===== config.mk =====
export PLATFORM = sky130hd
export DESIGN_NAME = idac_sweep_ctrl
export DESIGN_NICKNAME = d
export VERILOG_FILES = /design/src/rtl/idac_pkg.sv /design/src/rtl/idac_dwell_cnt.sv /design/src/rtl/idac_sweep_ctrl.sv
export SDC_FILE = /design/constraint.sdc
export NUM_CORES = 1
export LEC_CHECK = 0
export ABC_AREA = 1
export ABC_CLOCK_PERIOD_IN_PS = 3100
export CAP_MARGIN = 15
export CORE_MARGIN = 5
export CORE_UTILIZATION = 43
export DETAILED_ROUTE_END_ITERATION = 10
export PLACE_DENSITY = 0.7
export SLEW_MARGIN = 10
export SYNTH_ARGS = -nofsm -noshare
export SYNTH_HDL_FRONTEND = slang
export SYNTH_SLANG_ARGS = --single-unit

===== constraint.sdc =====
create_clock -name clk_i -period 3.1 [get_ports clk_i]
set_input_delay 0.93 -clock clk_i [delete_from_list [all_inputs] [get_ports clk_i]]
set_output_delay 0.93 -clock clk_i [all_outputs]
set_load 0.02 [all_outputs]

===== src/rtl/idac_pkg.sv =====
// rtl/idac_pkg.sv - shared types and constants for the current-DAC sweep sequencer
//
// Purpose : state encoding and DAC code constants used by idac_sweep_ctrl.
// Contents: IDAC_WIDTH, IDAC_IDLE_CODE, idac_state_t (IDLE, RUN).
package idac_pkg;

    localparam int                    IDAC_WIDTH     = 8;
    localparam logic [IDAC_WIDTH-1:0] IDAC_IDLE_CODE = 8'hFF;

    typedef enum logic [0:0] {
        IDLE = 1'b0,
        RUN  = 1'b1
    } idac_state_t;

endpackage


===== src/rtl/idac_dwell_cnt.sv =====
// rtl/idac_dwell_cnt.sv - loadable down-counter flagging the final count of a dwell
//
// Purpose : holds the number of cycles remaining in a dwell; last_o is a
//           registered flag that is high during the final cycle.
// Ports   : clk_i, reset_i (sync, active-high), load_i, value_i[W-1:0], last_o.
// Loading 0 parks the counter with last_o low until the next load.
module idac_dwell_cnt #(
    parameter int W = 16
) (
    input  logic         clk_i,
    input  logic         reset_i,
    input  logic         load_i,
    input  logic [W-1:0] value_i,
    output logic         last_o
);

    logic [W-1:0] cnt_q, cnt_d;
    logic         last_q, last_d;

    // last is computed one cycle ahead so it can be presented as a flop.
    always_comb begin
        cnt_d  = cnt_q;
        last_d = 1'b0;
        if (load_i) begin
            cnt_d  = value_i;
            last_d = (value_i == W'(1));
        end else if (cnt_q != '0) begin
            cnt_d  = cnt_q - W'(1);
            last_d = (cnt_q == W'(2));
        end
    end

    always_ff @(posedge clk_i) begin
        if (reset_i) begin
            cnt_q  <= '0;
            last_q <= 1'b0;
        end else begin
            cnt_q  <= cnt_d;
            last_q <= last_d;
        end
    end

    assign last_o = last_q;

endmodule


===== src/rtl/idac_sweep_ctrl.sv =====
// rtl/idac_sweep_ctrl.sv - start/stop/step code sweep sequencer for the 8-bit current DAC
//
// Purpose : steps ib from a start code to a stop code, holding each code for a
//           programmed dwell and pulsing sample on the last dwell cycle.
// Ports   : clk_i, reset_i (sync, active-high), start_i, abort_i, code_start_i,
//           code_stop_i, step_i, dwell_i, loop_i -> ib_o, busy_o, sample_o, done_o.
module idac_sweep_ctrl
    import idac_pkg::*;
#(
    parameter int               WIDTH     = IDAC_WIDTH,
    parameter int               DWELL_W   = 16,
    parameter logic [WIDTH-1:0] IDLE_CODE = IDAC_IDLE_CODE
) (
    input  logic               clk_i,
    input  logic               reset_i,
    input  logic               start_i,
    input  logic               abort_i,
    input  logic [WIDTH-1:0]   code_start_i,
    input  logic [WIDTH-1:0]   code_stop_i,
    input  logic [WIDTH-1:0]   step_i,
    input  logic [DWELL_W-1:0] dwell_i,
    input  logic               loop_i,
    output logic [WIDTH-1:0]   ib_o,
    output logic               busy_o,
    output logic               sample_o,
    output logic               done_o
);

    idac_state_t        state_q, state_d;
    logic [WIDTH-1:0]   ib_q, ib_d;
    logic               busy_q, busy_d;
    logic               done_q, done_d;
    logic [WIDTH-1:0]   start_q, start_d;
    logic [WIDTH-1:0]   stop_q, stop_d;
    logic [WIDTH-1:0]   step_q, step_d;
    logic [DWELL_W-1:0] dwell_q, dwell_d;
    logic               loop_q, loop_d;
    logic               up_q, up_d;

    logic               cnt_load;
    logic [DWELL_W-1:0] cnt_value;
    logic               cnt_last;

    logic [WIDTH:0]     sum_up, sum_dn;
    logic [WIDTH-1:0]   next_code;

    idac_dwell_cnt #(.W(DWELL_W)) u_dwell (
        .clk_i   (clk_i),
        .reset_i (reset_i),
        .load_i  (cnt_load),
        .value_i (cnt_value),
        .last_o  (cnt_last)
    );

    // One extra bit catches both overflow above the top code and borrow
    // below zero; either case, or overshooting stop, clamps to stop.
    always_comb begin
        sum_up = {1'b0, ib_q} + {1'b0, step_q};
        sum_dn = {1'b0, ib_q} - {1'b0, step_q};
        if (up_q) begin
            next_code = (sum_up > {1'b0, stop_q}) ? stop_q : sum_up[WIDTH-1:0];
        end else begin
            next_code = (sum_dn[WIDTH] || (sum_dn[WIDTH-1:0] < stop_q)) ? stop_q
                                                                       : sum_dn[WIDTH-1:0];
        end
    end

    always_comb begin
        state_d   = state_q;
        ib_d      = ib_q;
        busy_d    = busy_q;
        done_d    = 1'b0;
        start_d   = start_q;
        stop_d    = stop_q;
        step_d    = step_q;
        dwell_d   = dwell_q;
        loop_d    = loop_q;
        up_d      = up_q;
        cnt_load  = 1'b0;
        cnt_value = dwell_q;

        if (abort_i) begin
            // Parking the counter at 0 keeps a stale dwell from raising sample in IDLE.
            state_d   = IDLE;
            ib_d      = IDLE_CODE;
            busy_d    = 1'b0;
            cnt_load  = 1'b1;
            cnt_value = '0;
        end else begin
            case (state_q)
                IDLE: begin
                    if (start_i) begin
                        start_d   = code_start_i;
                        stop_d    = code_stop_i;
                        step_d    = (step_i == '0) ? WIDTH'(1) : step_i;
                        dwell_d   = (dwell_i == '0) ? DWELL_W'(1) : dwell_i;
                        loop_d    = loop_i;
                        up_d      = (code_stop_i >= code_start_i);
                        ib_d      = code_start_i;
                        busy_d    = 1'b1;
                        state_d   = RUN;
                        cnt_load  = 1'b1;
                        cnt_value = (dwell_i == '0) ? DWELL_W'(1) : dwell_i;
                    end
                end
                RUN: begin
                    if (cnt_last) begin
                        if (ib_q != stop_q) begin
                            ib_d     = next_code;
                            cnt_load = 1'b1;
                        end else if (loop_q) begin
                            ib_d     = start_q;
                            cnt_load = 1'b1;
                        end else begin
                            state_d = IDLE;
                            busy_d  = 1'b0;
                            done_d  = 1'b1;
                        end
                    end
                end
                default: begin
                    state_d = IDLE;
                    ib_d    = IDLE_CODE;
                    busy_d  = 1'b0;
                end
            endcase
        end
    end

    always_ff @(posedge clk_i) begin
        if (reset_i) begin
            state_q <= IDLE;
            ib_q    <= IDLE_CODE;
            busy_q  <= 1'b0;
            done_q  <= 1'b0;
            start_q <= '0;
            stop_q  <= '0;
            step_q  <= WIDTH'(1);
            dwell_q <= DWELL_W'(1);
            loop_q  <= 1'b0;
            up_q    <= 1'b1;
        end else begin
            state_q <= state_d;
            ib_q    <= ib_d;
            busy_q  <= busy_d;
            done_q  <= done_d;
            start_q <= start_d;
            stop_q  <= stop_d;
            step_q  <= step_d;
            dwell_q <= dwell_d;
            loop_q  <= loop_d;
            up_q    <= up_d;
        end
    end

    assign ib_o     = ib_q;
    assign busy_o   = busy_q;
    assign sample_o = cnt_last;
    assign done_o   = done_q;

endmodule

==> flow_summary.json <==
{
  "status": "completed",
  "initial_core_util_pct": 44.1,
  "synth_flop_cell": "dfxtp_1",
  "crit_type": "flop to flop",
  "cap_violations": 0,
  "cts_buffer_depth": 2,
  "regArea_mm2": 0.00141,
  "final.setup.tns_ns": 0,
  "arrival_ns": 3.18,
  "grt-ovfl-total": 0,
  "syn_inst": 761,
  "drv_slew": 0,
  "viasPerCell": 5.18,
  "fin_skew_ns": 0.00980,
  "switching_share_pct": 34.6,
  "dp_hpwl_mm": 11.4,
  "fmax_ghz": 0.337,
  "cts_buffers": 9,
  "ys_top_cells_by_count": "nand2_1 (206), inv_1 (92), a21oi_1 (86)",
  "p_leak_nw": 3.00,
  "p_seq_share_pct": 30.7,
  "async_flop_share_pct": 0,
  "worstPathMaxFanout": 5,
  "share_comb_of_total_power_pct": 39.7,
  "ios": 56,
  "cts-root-buf": "clkbuf_16",
  "syn-num-nets": 849,
  "dpl_worst_slack_ns": 0.0663,
  "drt-total-wl_mm": 14.7,
  "grt_pass1_vias": 4759,
  "worst_slack_ns": 0.135,
  "power_density_mw_per_mm2": 508,
  "n_antenna_cell": 0,
  "yosys.cell_count.top_type": "nand2_1",
  "antenna_found_initial": 0,
  "core_region_area_mm2": 0.0115,
  "grt_pass1_wl_mm": 23.3,
  "yosysWarnings": 0,
  "ir_drop_v": 0.000403,
  "period_minus_slack_ns": 2.97,
  "place_congestion": 0.942,
  "cts_hold_buf": 0,
  "clockPowerShare_pct": 29.7,
  "startpoint_type": "flop",
  "p_total_w": 0.00331,
  "p_sw_w": 0.00115,
  "ys_ff_latch": 70,
  "crit_required_ns": 3.31,
  "grt_max_degree": 40,
  "nNetsFinal": 933,
  "synth_edf_count": 0,
  "die_area_mm2": 0.0141,
  "worstSetupEndpointType": "flop",
  "insertion_delay_ns": 0.33,
  "drive_gt1_share_pct": 15.9,
  "synthTopCellsByArea": "dfxtp_1 (28%), nand2_1 (15%), ha_1 (10%)",
  "p_int_w": 0.00216,
  "setup_viol": 0,
  "rsz0062_at_grt": "yes",
  "num_rows": 39,
  "syn2layout_area_growth_pct": 28.4,
  "slew_headroom_pct": 50.3,
  "synth_top_area_share_pct": 27.6,
  "track_usage_pct": 20.4,
  "drt-pass1-iter-count": 5,
  "ant_nets": 0,
  "h-tree-depth": 3,
  "min_path_type": "flop to flop",
  "die_w_um": 119,
  "hold_viol": 0,
  "avgRoutedWirePerCell_um": 14.8,
  "min_period_over_period_pct": 95.6,
  "die_y_um": 119,
  "multiInputGateArea_mm2": 0.00336,
  "cts_tree": "done",
  "synth_cell_type_count": 47,
  "nFillCells": 1104,
  "tightestPinTransition_ns": 0.745,
  "cts.clk_slew.worst_paths_ns": 0.05,
  "synth_top_area_cell": "dfxtp_1",
  "syn_avg_cell_area_um2": 6.67,
  "whs_ns": 0.464,
  "syn_area_mm2": 0.00508,
  "drt_iter0_markers": 302,
  "cts_num_sinks": 70,
  "port_buffers": 55,
  "drc": 0,
  "dr_total_vias": 5131,
  "yosysSeqAreaShare_pct": 27.6
}
kinds of logic after synthesis:
logic type | count (synthesis) | synth area share (%)
and+or+nand+nor | 347 | 30.7
AOI/OAI and AO/OA | 152 | 16.9
buffers and inverters | 128 | 10.3
DFF | 70 | 27.6
adders and majority gates | 43 | 10.9
xor gates and xnor gates | 21 | 3.62
worst paths after layout:
path	start	end	slack, ns	depth (start not counted)
max	step_q[2]	ib_o[0]	0.13	26
min reg2reg	dwell_q[3]	dwell_q[3]	0.46	2
max reg2reg	step_q[2]	ib_o[0]	0.13	26
min	dwell_q[3]	dwell_q[3]	0.46	2
metal layers:
metal | vias to the layer above | routed length [um] | global-route usage [%]
li1 | 2646 | - | -
met5 | - | 0 | 0
met2 | 117 | 7090 | 34.6
met1 | 2345 | 6730 | 27.1
met4 | 0 | 296 | 6.81
met3 | 23 | 556 | 2.34
worst max-delay path, cell delays in order, from the launching register on:
cell     delay (ns)
dfxtp_1        0.34
inv_2          0.06
ha_4           0.28
inv_2          0.05
a21oi_2        0.18
nand2_2        0.11
xor2_2         0.19
inv_1          0.06
ha_1           0.28
nand2_2        0.07
nor2_2         0.11
nand2_1        0.07
nand3_1        0.07
nand2_1        0.05
nand2_1        0.06
nand2_1        0.06
nand2_2        0.08
nand2_4        0.08
nand2_4        0.10
buf_12         0.11
nand2_1        0.05
nand3_1        0.06
nand2_1        0.08
nand2_1        0.06
nand2_1        0.05
nand2_2        0.07
nand2_1        0.04
metrics by stage:
stage	util, %	std cells	area, um^2
floorplan	-	761	5080
global placement	51.6	967	5940
detailed placement	51.6	967	5940
CTS	54.0	980	6220
global route	56.6	990	6520
finish	56.6	990	6520
sequential cells by signal, summed over array words and instances, names as in the netlist:
signal          cells
dwell_q            16
u_dwell.cnt_q      16
ib_o                8
start_q             8
step_q              8
stop_q              8
busy_o              1
done_o              1
loop_q              1
state_q             1
u_dwell.last_o      1
up_q                1
layout by cell type, fill, tap and decap left out, drive strengths merged, types with 2 or more instances in the layout:
master,synthesis,final
nor4,7,7
o21ai,41,41
a211oi,3,3
clkbuf,12,11
or2,2,2
nand4,13,13
inv,100,100
nor2,58,58
o21a,2,2
buf,13,43
xor2,13,13
dfxtp,70,70
o211ai,2,2
nand2,213,213
a31oi,3,3
o31ai,2,2
xnor2,8,8
ha,41,41
clkinv,3,4
clkdlybuf4s50,0,55
nand3,46,46
nand3b,2,2
a21oi,95,95
fa,2,2
nor3,5,5
timing repair:
item                                    in CTS  in global routing
buffers inserted                             0                 10
endpoints found under the setup margin       0                  8
resized for setup                            0                 56
area by class of cell:
type,instances,area share [%]
Sequential cell,70,21.6
Inverter,103,6.09
Clock buffer,11,3.73
Multi-Input combinational cell,563,51.6
Clock inverter,2,0.538
Timing Repair Buffer,98,13.7
Tap cell,143,2.75
power by group through the flow:
stage | Combinational [W] | Clock [W] | Sequential, W
2_1_floorplan | 0.000758 | 0 | 0.00103
3_3_place_gp | 0.00112 | 0 | 0.00103
3_5_place_dp | 0.00113 | 0 | 0.00103
4_1_cts | 0.00113 | 0.00100 | 0.00101
5_1_grt | 0.00146 | 0.00104 | 0.00102
6_report | 0.00131 | 0.000982 | 0.00101
Power figures use the tool's default switching activity.
